## src/rtl/sd_pkg.sv

```systemverilog
// Shared AHB encodings and FSM state type for the SD Wishbone-to-AHB DMA bridge.
package sd_pkg;

  localparam logic [1:0] HTRANS_IDLE   = 2'b00;
  localparam logic [1:0] HTRANS_NONSEQ = 2'b10;

  localparam logic [2:0] HSIZE_BYTE = 3'b000;
  localparam logic [2:0] HSIZE_HALF = 3'b001;
  localparam logic [2:0] HSIZE_WORD = 3'b010;

  localparam logic [2:0] HBURST_SINGLE   = 3'b000;
  localparam logic [3:0] HPROT_DATA_PRIV = 4'b0011;

  typedef enum logic [2:0] {
    ST_IDLE = 3'd0,
    ST_ADDR = 3'd1,
    ST_DATA = 3'd2,
    ST_RESP = 3'd3,
    ST_GAP  = 3'd4
  } state_e;

endpackage

```

## src/rtl/sd_sel_decode.sv

```systemverilog
// Maps a Wishbone byte-select onto an AHB transfer size and address low bits.
// Only naturally aligned byte, halfword and word selects are legal.
module sd_sel_decode
  import sd_pkg::*;
(
  input  logic [3:0] sel_i,
  output logic       legal_o,
  output logic [2:0] hsize_o,
  output logic [1:0] addr_lo_o
);

  always_comb begin
    legal_o   = 1'b1;
    hsize_o   = HSIZE_BYTE;
    addr_lo_o = 2'b00;
    case (sel_i)
      4'hf: hsize_o = HSIZE_WORD;
      4'h3: hsize_o = HSIZE_HALF;
      4'hc: begin
        hsize_o   = HSIZE_HALF;
        addr_lo_o = 2'b10;
      end
      4'h1: addr_lo_o = 2'b00;
      4'h2: addr_lo_o = 2'b01;
      4'h4: addr_lo_o = 2'b10;
      4'h8: addr_lo_o = 2'b11;
      default: legal_o = 1'b0;
    endcase
  end

endmodule

```

## src/rtl/sd_wb2ahb_dma.sv

```systemverilog
// Replays one Wishbone classic single transfer from the SD DMA as one AHB5 SINGLE transfer.
// All outputs registered; ack/err pulse 3 cycles after stb on a zero-wait slave.
module sd_wb2ahb_dma
  import sd_pkg::*;
#(
  parameter int unsigned        W_ADDR     = 32,
  parameter int unsigned        W_DATA     = 32,
  parameter logic [W_ADDR-1:0]  BASE_ADDR  = '0,
  parameter int unsigned        ADDR_SHIFT = 0
) (
  input  logic              clk,
  input  logic              rst,
  input  logic              wb_cyc_i,
  input  logic              wb_stb_i,
  input  logic              wb_we_i,
  input  logic [31:0]       wb_adr_i,
  input  logic [3:0]        wb_sel_i,
  input  logic [31:0]       wb_dat_i,
  output logic [31:0]       wb_dat_o,
  output logic              wb_ack_o,
  output logic              wb_err_o,
  output logic [W_ADDR-1:0] haddr,
  output logic              hwrite,
  output logic [1:0]        htrans,
  output logic [2:0]        hsize,
  output logic [2:0]        hburst,
  output logic [3:0]        hprot,
  output logic              hmastlock,
  output logic              hexcl,
  input  logic              hready,
  input  logic              hresp,
  output logic [W_DATA-1:0] hwdata,
  input  logic [W_DATA-1:0] hrdata,
  output logic              busy
);

  state_e              state_q, state_d;
  logic [1:0]          htrans_q, htrans_d;
  logic [W_ADDR-1:0]   haddr_q, haddr_d;
  logic                hwrite_q, hwrite_d;
  logic [2:0]          hsize_q, hsize_d;
  logic [W_DATA-1:0]   hwdata_q, hwdata_d;
  logic [31:0]         rdata_q, rdata_d;
  logic                ack_q, ack_d;
  logic                err_q, err_d;
  logic                busy_q, busy_d;

  logic                dec_legal;
  logic [2:0]          dec_hsize;
  logic [1:0]          dec_addr_lo;
  logic [W_ADDR-1:0]   adr_full;
  logic                req;

  sd_sel_decode u_sel_decode (
    .sel_i     (wb_sel_i),
    .legal_o   (dec_legal),
    .hsize_o   (dec_hsize),
    .addr_lo_o (dec_addr_lo)
  );

  assign req      = wb_cyc_i & wb_stb_i;
  assign adr_full = BASE_ADDR + (W_ADDR'(wb_adr_i) << ADDR_SHIFT);

  always_comb begin
    state_d  = state_q;
    htrans_d = htrans_q;
    haddr_d  = haddr_q;
    hwrite_d = hwrite_q;
    hsize_d  = hsize_q;
    hwdata_d = hwdata_q;
    rdata_d  = rdata_q;
    ack_d    = 1'b0;
    err_d    = 1'b0;
    case (state_q)
      ST_IDLE: begin
        if (req) begin
          if (dec_legal) begin
            // Low address bits come from the byte lanes, not from the Wishbone address.
            haddr_d  = (adr_full & ~W_ADDR'(3)) | W_ADDR'(dec_addr_lo);
            hwrite_d = wb_we_i;
            hsize_d  = dec_hsize;
            hwdata_d = W_DATA'(wb_dat_i);
            htrans_d = HTRANS_NONSEQ;
            state_d  = ST_ADDR;
          end else begin
            err_d   = 1'b1;
            state_d = ST_RESP;
          end
        end
      end
      ST_ADDR: begin
        if (hready) begin
          htrans_d = HTRANS_IDLE;
          state_d  = ST_DATA;
        end
      end
      ST_DATA: begin
        // First cycle of a two-cycle error response has hready low and simply waits.
        if (hready) begin
          state_d = ST_RESP;
          if (hresp) begin
            err_d = 1'b1;
          end else begin
            ack_d = 1'b1;
            if (!hwrite_q) rdata_d = 32'(hrdata);
          end
        end
      end
      ST_RESP: state_d = ST_GAP;
      ST_GAP:  state_d = ST_IDLE;
      default: state_d = ST_IDLE;
    endcase
    busy_d = (state_d != ST_IDLE);
  end

  always_ff @(posedge clk or posedge rst) begin
    if (rst) begin
      state_q  <= ST_IDLE;
      htrans_q <= HTRANS_IDLE;
      haddr_q  <= '0;
      hwrite_q <= 1'b0;
      hsize_q  <= HSIZE_WORD;
      hwdata_q <= '0;
      rdata_q  <= '0;
      ack_q    <= 1'b0;
      err_q    <= 1'b0;
      busy_q   <= 1'b0;
    end else begin
      state_q  <= state_d;
      htrans_q <= htrans_d;
      haddr_q  <= haddr_d;
      hwrite_q <= hwrite_d;
      hsize_q  <= hsize_d;
      hwdata_q <= hwdata_d;
      rdata_q  <= rdata_d;
      ack_q    <= ack_d;
      err_q    <= err_d;
      busy_q   <= busy_d;
    end
  end

  assign htrans    = htrans_q;
  assign haddr     = haddr_q;
  assign hwrite    = hwrite_q;
  assign hsize     = hsize_q;
  assign hwdata    = hwdata_q;
  assign wb_dat_o  = rdata_q;
  assign wb_ack_o  = ack_q;
  assign wb_err_o  = err_q;
  assign busy      = busy_q;
  assign hburst    = HBURST_SINGLE;
  assign hprot     = HPROT_DATA_PRIV;
  assign hmastlock = 1'b0;
  assign hexcl     = 1'b0;

endmodule

```

## config.mk

```make
export PLATFORM = sky130hd
export DESIGN_NAME = sd_wb2ahb_dma
export DESIGN_NICKNAME = d
export VERILOG_FILES = /design/src/rtl/sd_pkg.sv /design/src/rtl/sd_sel_decode.sv /design/src/rtl/sd_wb2ahb_dma.sv
export SDC_FILE = /design/constraint.sdc
export NUM_CORES = 1
export LEC_CHECK = 0
export BUFFER_PORTS_ARGS = -buffer_cell sky130_fd_sc_hd__buf_2
export CAP_MARGIN = 25
export CELL_PAD_IN_SITES_DETAIL_PLACEMENT = 0
export CELL_PAD_IN_SITES_GLOBAL_PLACEMENT = 1
export CORE_AREA = 2 2 112 114
export CTS_CLUSTER_SIZE = 20
export DETAILED_ROUTE_END_ITERATION = 12
export DIE_AREA = 0 0 114 116
export PLACE_DENSITY_LB_ADDON = 0.1
export SYNTH_ARGS = -nofsm -noshare
export SYNTH_HDL_FRONTEND = slang
export SYNTH_SLANG_ARGS = --single-unit
```

## constraint.sdc

```tcl
create_clock -name clk -period 4.7 [get_ports clk]
set_clock_uncertainty 0.05 [all_clocks]
set_input_delay 0 -clock clk [delete_from_list [all_inputs] [get_ports clk]]
set_output_delay 0 -clock clk [all_outputs]
set_load 0.01 [all_outputs]
```

# Yosys cells after proc, flatten, opt, wreduce, memory -nomap -nowiden
# Index checks and enable logic that the tools add are counted.
[op_classes]
addsub = 0
n_bitwise = 4
mul = 0
n_eq_ne = 13
div_mod_pow = 0
n_shift = 0
magnitude_cmp = 0
reduce_logical = 9
mux = 20
[op_table]
columns = ["op", "n"]
rows = [
  ["$or A32 B2 Y32", 1],
  ["$eq A4 B4 Y1 const B", 3],
  ["$pmux W3 S4", 1],
  ["$mux W3", 3],
  ["$eq A4 B2 Y1 const B", 2],
  ["$mux W1", 8],
  ["$mux W2", 4],
  ["$pmux W2 S2", 2],
  ["$reduce_and A4 Y1", 2],
  ["$reduce_or A7 Y1", 1],
  ["$eq A3 B2 Y1 const B", 2],
  ["$ne A2 B2 Y1 const B", 3],
  ["$pmux W2 S3", 1],
  ["$eq A4 B1 Y1 const B", 1],
  ["$eq A4 B3 Y1 const B", 1],
  ["$reduce_or A2 Y1", 2],
  ["$eq A3 B1 Y1 const B", 1],
  ["$logic_not A3 Y1", 1],
  ["$reduce_and A3 Y1", 1],
  ["$reduce_bool A3 Y1", 1],
  ["$not A1 Y1", 2],
  ["$pmux W1 S2", 1],
  ["$reduce_bool A2 Y1", 1],
  ["$and A1 B1 Y1", 1],
]
[word_totals]
latch_bits = 0
word_cells = 56
reg_bits = 108
rom_bits = 0
input_bits = 107
memories = 0
ram_bits = 0

# Logic depth before layout (Yosys ltp)
# Gate-level depths: netlist of the first run.
[depth]
word_depth = 7
depth_mapped = 6
ltp_nobuf = 4

# Cells and area by module
# A second synthesis of the first run with hierarchy kept.
[unflattened]
hier_cells = 264
hier_area_um2 = 4180.3
[modules_own_cells]
columns = ["mod", "cells_each", "instances", "seq_area_each_um2", "area_each_um2"]
rows = [
  ["sd_wb2ahb_dma", 251, 1, 2678.8, 4101.4],
  ["sd_sel_decode", 13, 1, 0.0, 78.8],
]

# Worst setup path before layout of the first run
# OpenSTA, ideal clock, no wires.
[synth_timing]
kind = "register to register"
from = "register state_q[2]"
to = "register hwdata_q[0], in the netlist hwdata[0]"
t_required_ns = 4.523
n_path_buf = 2
synth_period_minus_slack_ns = 2.041
path_stages_with_launch = 7
arrival_time_ns = 1.864
path_slack_ns = 2.659
path_cell_list = "dfrtp_1 -> nand3b_4 -> or3_1 -> buf_2 -> a21oi_4 -> buf_6 -> mux2_1"
[synth_between]
elab_chain_cells = 2
[synth_lines]
columns = ["element", "line", "source"]
rows = [
  ["start, declared", "sd_wb2ahb_dma.sv:37", "state_e state_q, state_d;"],
  ["start signal, assigned", "sd_wb2ahb_dma.sv:129", "state_q <= state_d;"],
  ["$logic_not A3 Y1", "sd_wb2ahb_dma.sv:74", "case (state_q)"],
  ["$reduce_and A3 Y1 (no line)", "n/a", ""],
  ["end signal, assigned", "sd_wb2ahb_dma.sv:134", "hwdata_q <= hwdata_d;"],
  ["end, declared", "sd_wb2ahb_dma.sv:42", "logic [W_DATA-1:0] hwdata_q, hwdata_d;"],
]
# Every way passes these cells.
# A chain may end at the register's enable or synchronous reset.

# Worst setup path in the final report of the first run
[layout_timing]
from = "register state_q[2]"
to = "register hwdata_q[8], in the netlist hwdata[8]"
# Same word-level chain as after synthesis.

==> summary.md, run 1 <==
| Metric | Value |
|---|---|
| Status | `finished, final reports clean` |
| Mapped cell area | `4490 um^2` |
| Final net count | `703` |
| Post-DP Area | `5610 um^2` |
| Reg2reg start | `state_q[2]` |
| Max Freq | `0.449 GHz` |
| # IOs | `221` |
| CP Cell Sequence | `nand3b_4, or3_1, a21oi_4, buf_4, mux2_1` |
| Reg2Reg Depth | `5` |
| Vias in the first global route | `roughly 3500` |
| Die W | `114 um` |
| Crit path max fanout | `11` |
| Crit-path max cell delay | `490 ps` |
| Worst hold slack | `roughly 53 ps` |
| Critical Path Source | `state_q[2]` |
| Buffers on Ports | `207` |
| Setup bufs post-CTS | `0` |
| # Max-Cap Violations | `0` |
| CTS resizes | `0` |
| Buffer depth of the longest clock path | `2` |
| Worst setup endpoint | `hwdata[8]` |
| Die Y | `116 um` |
| Diodes inserted | `0` |
| Area Growth Syn to Fin | `54.7%` |
| Top cells by count, synth | `dfrtp_1, mux2_4, mux2_2` |
| Crit path max-delay family | `simple AND/OR/NAND/NOR gates` |
| CP startpoint kind | `flip-flop` |
| All-layer global routing usage | `16.6%` |
| Crit path max-delay cell type | `or3_1` |
| R2R Setup Slk | `approximately 2500 ps` |
| Starting Density | `37.7%` |
| Power Density | `545 nW/um^2` |
| Remaining Overflow, GRT | `0` |
| DR top layer | `met4` |
| Rel. slew slack | `63.1%` |
| Post-synth cell types | `38` |
| Worst r2r dst | `hwdata[8]` |
| Seq cells post-synth | `106` |
| Area leader, netlist | `dfrtp_1` |
| Pins Over Slew Limit | `0` |
| Root Buffer | `clkbuf_16` |
| Mapped Cells | `285` |
| Worst slew pin tran | `549 ps` |
| RSZ-0062 raised after global routing | `no` |
| Met2 wire len | `4980 um` |
| Cts bufs inserted | `9` |
| Worst-path clk slew | `60 ps` |
| Top-count cell post-synth | `dfrtp_1` |
| VDD IR max | `0.291 mV` |
| CP Buf/Inv Count | `1` |
| H-tree depth | `3` |
| Final WL | `about 11000 um` |
| Worst skew pair latency | `340 ps` |
| Ys flop type | `dfrtp_1` |
| Final antenna-violating net count | `0` |
| Drt wl/cell | `between 10 and 15 um` |
| Post-synth EDFFs | `0` |
| Crit path capture type | `flip-flop` |
| Crit path arrival time | `2400 ps` |
| Post-synth top area share | `58.6%` |
| Final Hold Vio Count | `0` |
| Synth async-reset ratio | `100%` |
| Fillers | `965` |
| Register area share after synthesis | `59.1%` |
| Initial antenna violation count | `0` |
| Residual DRC | `0` |
| Post-CTS Hold Fix Bufs | `102` |
| Stages on worst setup path | `5` |
| Synth Warn # | `0` |
| Final TNS setup | `0 ps` |
| Final setup viols | `0` |
| Clock Sinks | `106` |
| # rows | `40` |
| Wire length on met1 | `4730 um` |
| Largest net degree at the start of global routing | `80` |
| Share of layout cells above drive strength 1 | `between 50% and 60%` |
| Core Box Area | `11900 um^2` |
| Die ar. | `13200 um^2` |
| Vias per cell | `roughly 4.5` |
| First-pass GRT wire length | `around 17000 um` |
| Critical path type | `flip-flop to flip-flop` |
| Final period util | `47.4%` |
| HPWL Detailed | `7030 um` |
| Fin area | `between 6000 and 7000 um^2` |
| CTS tree | `built` |
| GPL Wtd Cong | `0.719` |
| Met3 wire length | `824 um` |
| Via count | `3344` |
| CP required | `approximately 5000 ps` |
| Top cells by area, synth | `dfrtp_1, mux2_4, mux2_2` |
| Min Clock Period, post-route | `2230 ps` |
| HP Class | `input port to flip-flop` |
| DR iter-0 viols | `~130` |
| Mean Syn Cell Area | `15.7 um^2` |
| Lkg Pwr | `around 3.4 nW` |
| Pre-antenna DRT Iters | `5` |
==> kinds of logic after synthesis <==
logic type | synth area share (%)
AOI/OAI and AO/OA | 3.82
xor gates and xnor gates | 0.195
buffers and inverters | 4.77
DFF | 59.1
muxes | 28.7
other | 0.167
and+or+nand+nor | 3.18
==> layer usage <==
layer	GRT usage, %	vias to the layer above
met5	0	-
met4	8.70	0
met3	4.34	23
met2	26.0	150
met1	21.2	1563
li1	-	1608
==> flip-flops by register name, summed over array words and instances (netlist names) <==
| signal | cells |
|---|---|
| hwdata | 32 |
| hsize | 2 |
| wb_dat_o | 32 |
| haddr | 32 |
| htrans | 1 |
| state_q | 3 |
| wb_ack_o | 1 |
| hwrite | 1 |
| wb_err_o | 1 |
| busy | 1 |
==> final cells by class <==
cell class	count	area, um^2	area share, %
clock buffers	14	274	3.95
flip-flops and latches	106	2650	38.2
multi-input cells	161	1660	23.9
clock inverters	2	10.0	0.144
well taps	147	184	2.65
inverters	3	13.8	0.198
repair buffers	315	2150	30.9
==> worst min-delay path: stages <==
cell and delay [ps]:
buf_2 160, o21ai_0 170, a222oi_1 60
==> where the power goes <==
part	total (mW)	leakage (nW)	internal, mW	switching, mW
Combinational	1.49	2.01	0.853	0.641
Clock	0.713	0.143	0.401	0.311
Sequential	1.58	1.29	1.35	0.230
==> worst min path at each step <==
stage / startpoint / end / slack [ps] / cells after the start
detailed placement: hresp / wb_ack_o / 160 / 2
global placement: hresp / wb_ack_o / 150 / 2
floorplan: hresp / wb_ack_o / 20 / 1
CTS: wb_sel_i[2] / haddr[1] / 40 / 3
finish: wb_sel_i[2] / haddr[1] / 50 / 3
global route: wb_sel_i[2] / haddr[1] / 120 / 3
==> placed cells by master, fill, tap and decap left out, drive strengths merged, types with 2 or more instances in the layout <==
cell type | synthesis | final
a21oi | 4 | 4
nand3 | 2 | 2
o21ai | 10 | 10
buf | 23 | 213
nand2 | 5 | 5
mux2 | 96 | 96
dlygate4sd3 | 0 | 102
nor3 | 3 | 3
dfrtp | 105 | 105
mux2i | 2 | 2
conb | 2 | 11
nor2b | 4 | 4
clkbuf | 1 | 14
inv | 3 | 3
clkinv | 0 | 2
o221ai | 2 | 2
nor2 | 8 | 8
==> metrics by stage <==
stage	setup WS [ps]	total power, mW	util (%)	instances
floorplan	1860	2.43	-	294
global placement	1790	2.99	46.9	628
detailed placement	2470	3.01	47.1	629
CTS	2450	3.82	58.0	747
global route	2340	4.04	58.3	748
finish	2470	3.78	58.3	748
(Power assumes the default switching activity.)
==> inputs of run 2 (changes only) <==
CORE_AREA = 2 2 122 124   (was 2 2 112 114)
DIE_AREA = 0 0 124 126   (was 0 0 114 116)
clock period = 2 ns   (was 4.7 ns; I/O delays follow)
==> summary.md, run 2 (synthesized netlist as in run 1, its figures left out) <==
| Metric | Value |
|---|---|
| Status | `finished, final reports clean (unchanged)` |
| Crit path arrival time | `2100 ps (was 2400 ps)` |
| # IOs | `221 (unchanged)` |
| Pins Over Slew Limit | `0 (unchanged)` |
| Final setup viols | `0 (unchanged)` |
| Final antenna-violating net count | `0 (unchanged)` |
| Place WS | `54.5 ps (was 2470 ps)` |
| Initial antenna violation count | `0 (unchanged)` |
| Worst-path clk slew | `70 ps (was 60 ps)` |
| HP Class | `input port to flip-flop (unchanged)` |
| HPWL Detailed | `7510 um (was 7030 um)` |
| Commonest non-fill, non-tap cell in the layout | `buf_2 (unchanged)` |
| Final TNS setup | `0 ps (unchanged)` |
| Critical path type | `input port to flip-flop (was flip-flop to flip-flop)` |
| Root Buffer | `clkbuf_16 (unchanged)` |
| Buffer depth of the longest clock path | `2 (unchanged)` |
| Die Y | `126 um (was 116 um)` |
| Inst Count DP | `677 (was 629)` |
| Buffers on Ports | `207 (unchanged)` |
| Final Hold Vio Count | `0 (unchanged)` |
| Worst min-delay path startpoint | `wb_sel_i[2] (unchanged)` |
| Worst hold slack | `50.8 ps (was 53.4 ps)` |
| Hold Path Cell Cnt | `4 (was 3)` |
| Crit path max fanout | `15 (was 11)` |
| Reg2Reg Depth | `6 (was 5)` |
| Worst r2r dst | `hwdata[3] (was hwdata[8])` |
| Diodes inserted | `0 (unchanged)` |
| Via count | `3388 (was 3344)` |
| Starting Density | `31.3% (was 37.7%)` |
| Max Freq | `0.521 GHz` |
| Worst skew pair latency | `350 ps (was 340 ps)` |
| Post-Layout Cell Count | `794 (was 748)` |
| DR iter-0 viols | `106 (was 134)` |
| Setup bufs post-CTS | `0 (unchanged)` |
| Drt wl/cell | `14.2 um (was 14.5 um)` |
| Pre-antenna DRT Iters | `5 (unchanged)` |
| First-pass GRT wire length | `17100 um (was 17200 um)` |
| Remaining Overflow, GRT | `0 (unchanged)` |
| R2R Setup Slk | `100 ps (was 2470 ps)` |
| Commonest non-fill, non-tap cells in the layout | `buf_2, dfrtp_1, dlygate4sd3_1 (unchanged)` |
| Core Box Area | `14300 um^2 (was 11900 um^2)` |
| Rel. slew slack | `61.0% (was 63.1%)` |
| Largest net degree at the start of global routing | `107 (was 80)` |
| All-layer global routing usage | `14.3% (was 16.6%)` |
| Share of layout cells above drive strength 1 | `54.6% (was 53.2%)` |
| Area Growth Syn to Fin | `59.7% (was 54.7%)` |
| Final net count | `712 (was 703)` |
| Die ar. | `15600 um^2 (was 13200 um^2)` |
| Crit path capture type | `flip-flop (unchanged)` |
| H-tree depth | `3 (unchanged)` |
| Power Density | `1310 nW/um^2 (was 545 nW/um^2)` |
| Residual DRC | `0 (unchanged)` |
| CTS tree | `built (unchanged)` |
| VDD IR max | `0.752 mV (was 0.291 mV)` |
| Worst slew pin tran | `585 ps (was 549 ps)` |
| CP startpoint kind | `input port (was flip-flop)` |
| CP required | `2180 ps (was 4870 ps)` |
| Worst setup margin | `80.7 ps (was 2470 ps)` |
| Final WL | `11300 um (was 10900 um)` |
| RSZ-0062 raised after global routing | `no (unchanged)` |
| Final period util | `96.0%` |
| GPL Wtd Cong | `0.702 (was 0.719)` |
| # Max-Cap Violations | `0 (unchanged)` |
| Lkg Pwr | `3.52 nW (was 3.44 nW)` |
| Clock Sinks | `106 (unchanged)` |
| Min Clock Period, post-route | `1920 ps` |
| Reg2reg start | `state_q[2] (unchanged)` |
| Total power | `9.37 mW (was 3.78 mW)` |
| # rows | `44 (was 40)` |
| Cts bufs inserted | `9 (unchanged)` |
| Vias in the first global route | `3507 (was 3481)` |
| Hold path endpoint | `hsize[0] (was haddr[1])` |
| Vias per cell | `4.27 (was 4.47)` |
| Die W | `124 um (was 114 um)` |
==> run 2: repair_timing <==
item	CTS	global route
resized for setup	0	3
endpoints found under the setup margin	0	22
endpoints found under the hold margin	208	0
hold buffers	101	0
==> run 2: final cells by class <==
| cell class | count | area [um^2] |
|---|---|---|
| Clock buffer | 12 | 256 |
| Timing Repair Buffer | 324 | 2250 |
| Sequential cell | 106 | 2650 |
| Multi-Input combinational cell | 161 | 1670 |
| Inverter | 3 | 15.0 |
| Tap cell | 184 | 230 |
| Fill cell | 1266 | 7150 |
| Clock inverter | 4 | 97.6 |
==> run 2: worst max-delay path, cell delays in order <==
cell           delay, ps
dlygate4sd3_1        530
buf_2                190
nor2_2               290
mux2i_2              350
a21oi_4              100
buf_12               150
buf_12               160
mux2_1               310
==> run 2: stage by stage <==
stage                     util (%)  cell area [um^2]
after floorplan                  -              4530
after global placement        40.4              5790
after detailed placement      40.4              5790
after CTS                     50.0              7150
after global routing          50.1              7170
final                         50.1              7170
==> run 2: layer usage <==
layer	global-route usage, %	part of all wire, %
met1	17.1	44
met2	23.3	46
met3	5.53	8.2
met4	5.02	2.1
met5	0	0
==> run 2: worst max path at each step <==
stage                     cells past startpoint  slack [ps]        start        end
after detailed placement                      6          50   state_q[2]  hwdata[4]
final                                         8          80  wb_sel_i[3]  hwdata[3]
after CTS                                     6          30   state_q[2]  hwdata[0]
after global placement                        6          70   state_q[2]  hwdata[4]
after global routing                          8           6  wb_sel_i[3]  hwdata[2]
after floorplan                               6         -30   state_q[2]  hwdata[0]
==> run 2: report_power, final <==
part | internal, mW | leakage [nW] | switching, mW
sequential | 3.17 | 1.29 | 0.516
combinational | 2.08 | 2.06 | 1.54
clock | 1.29 | 0.169 | 0.773
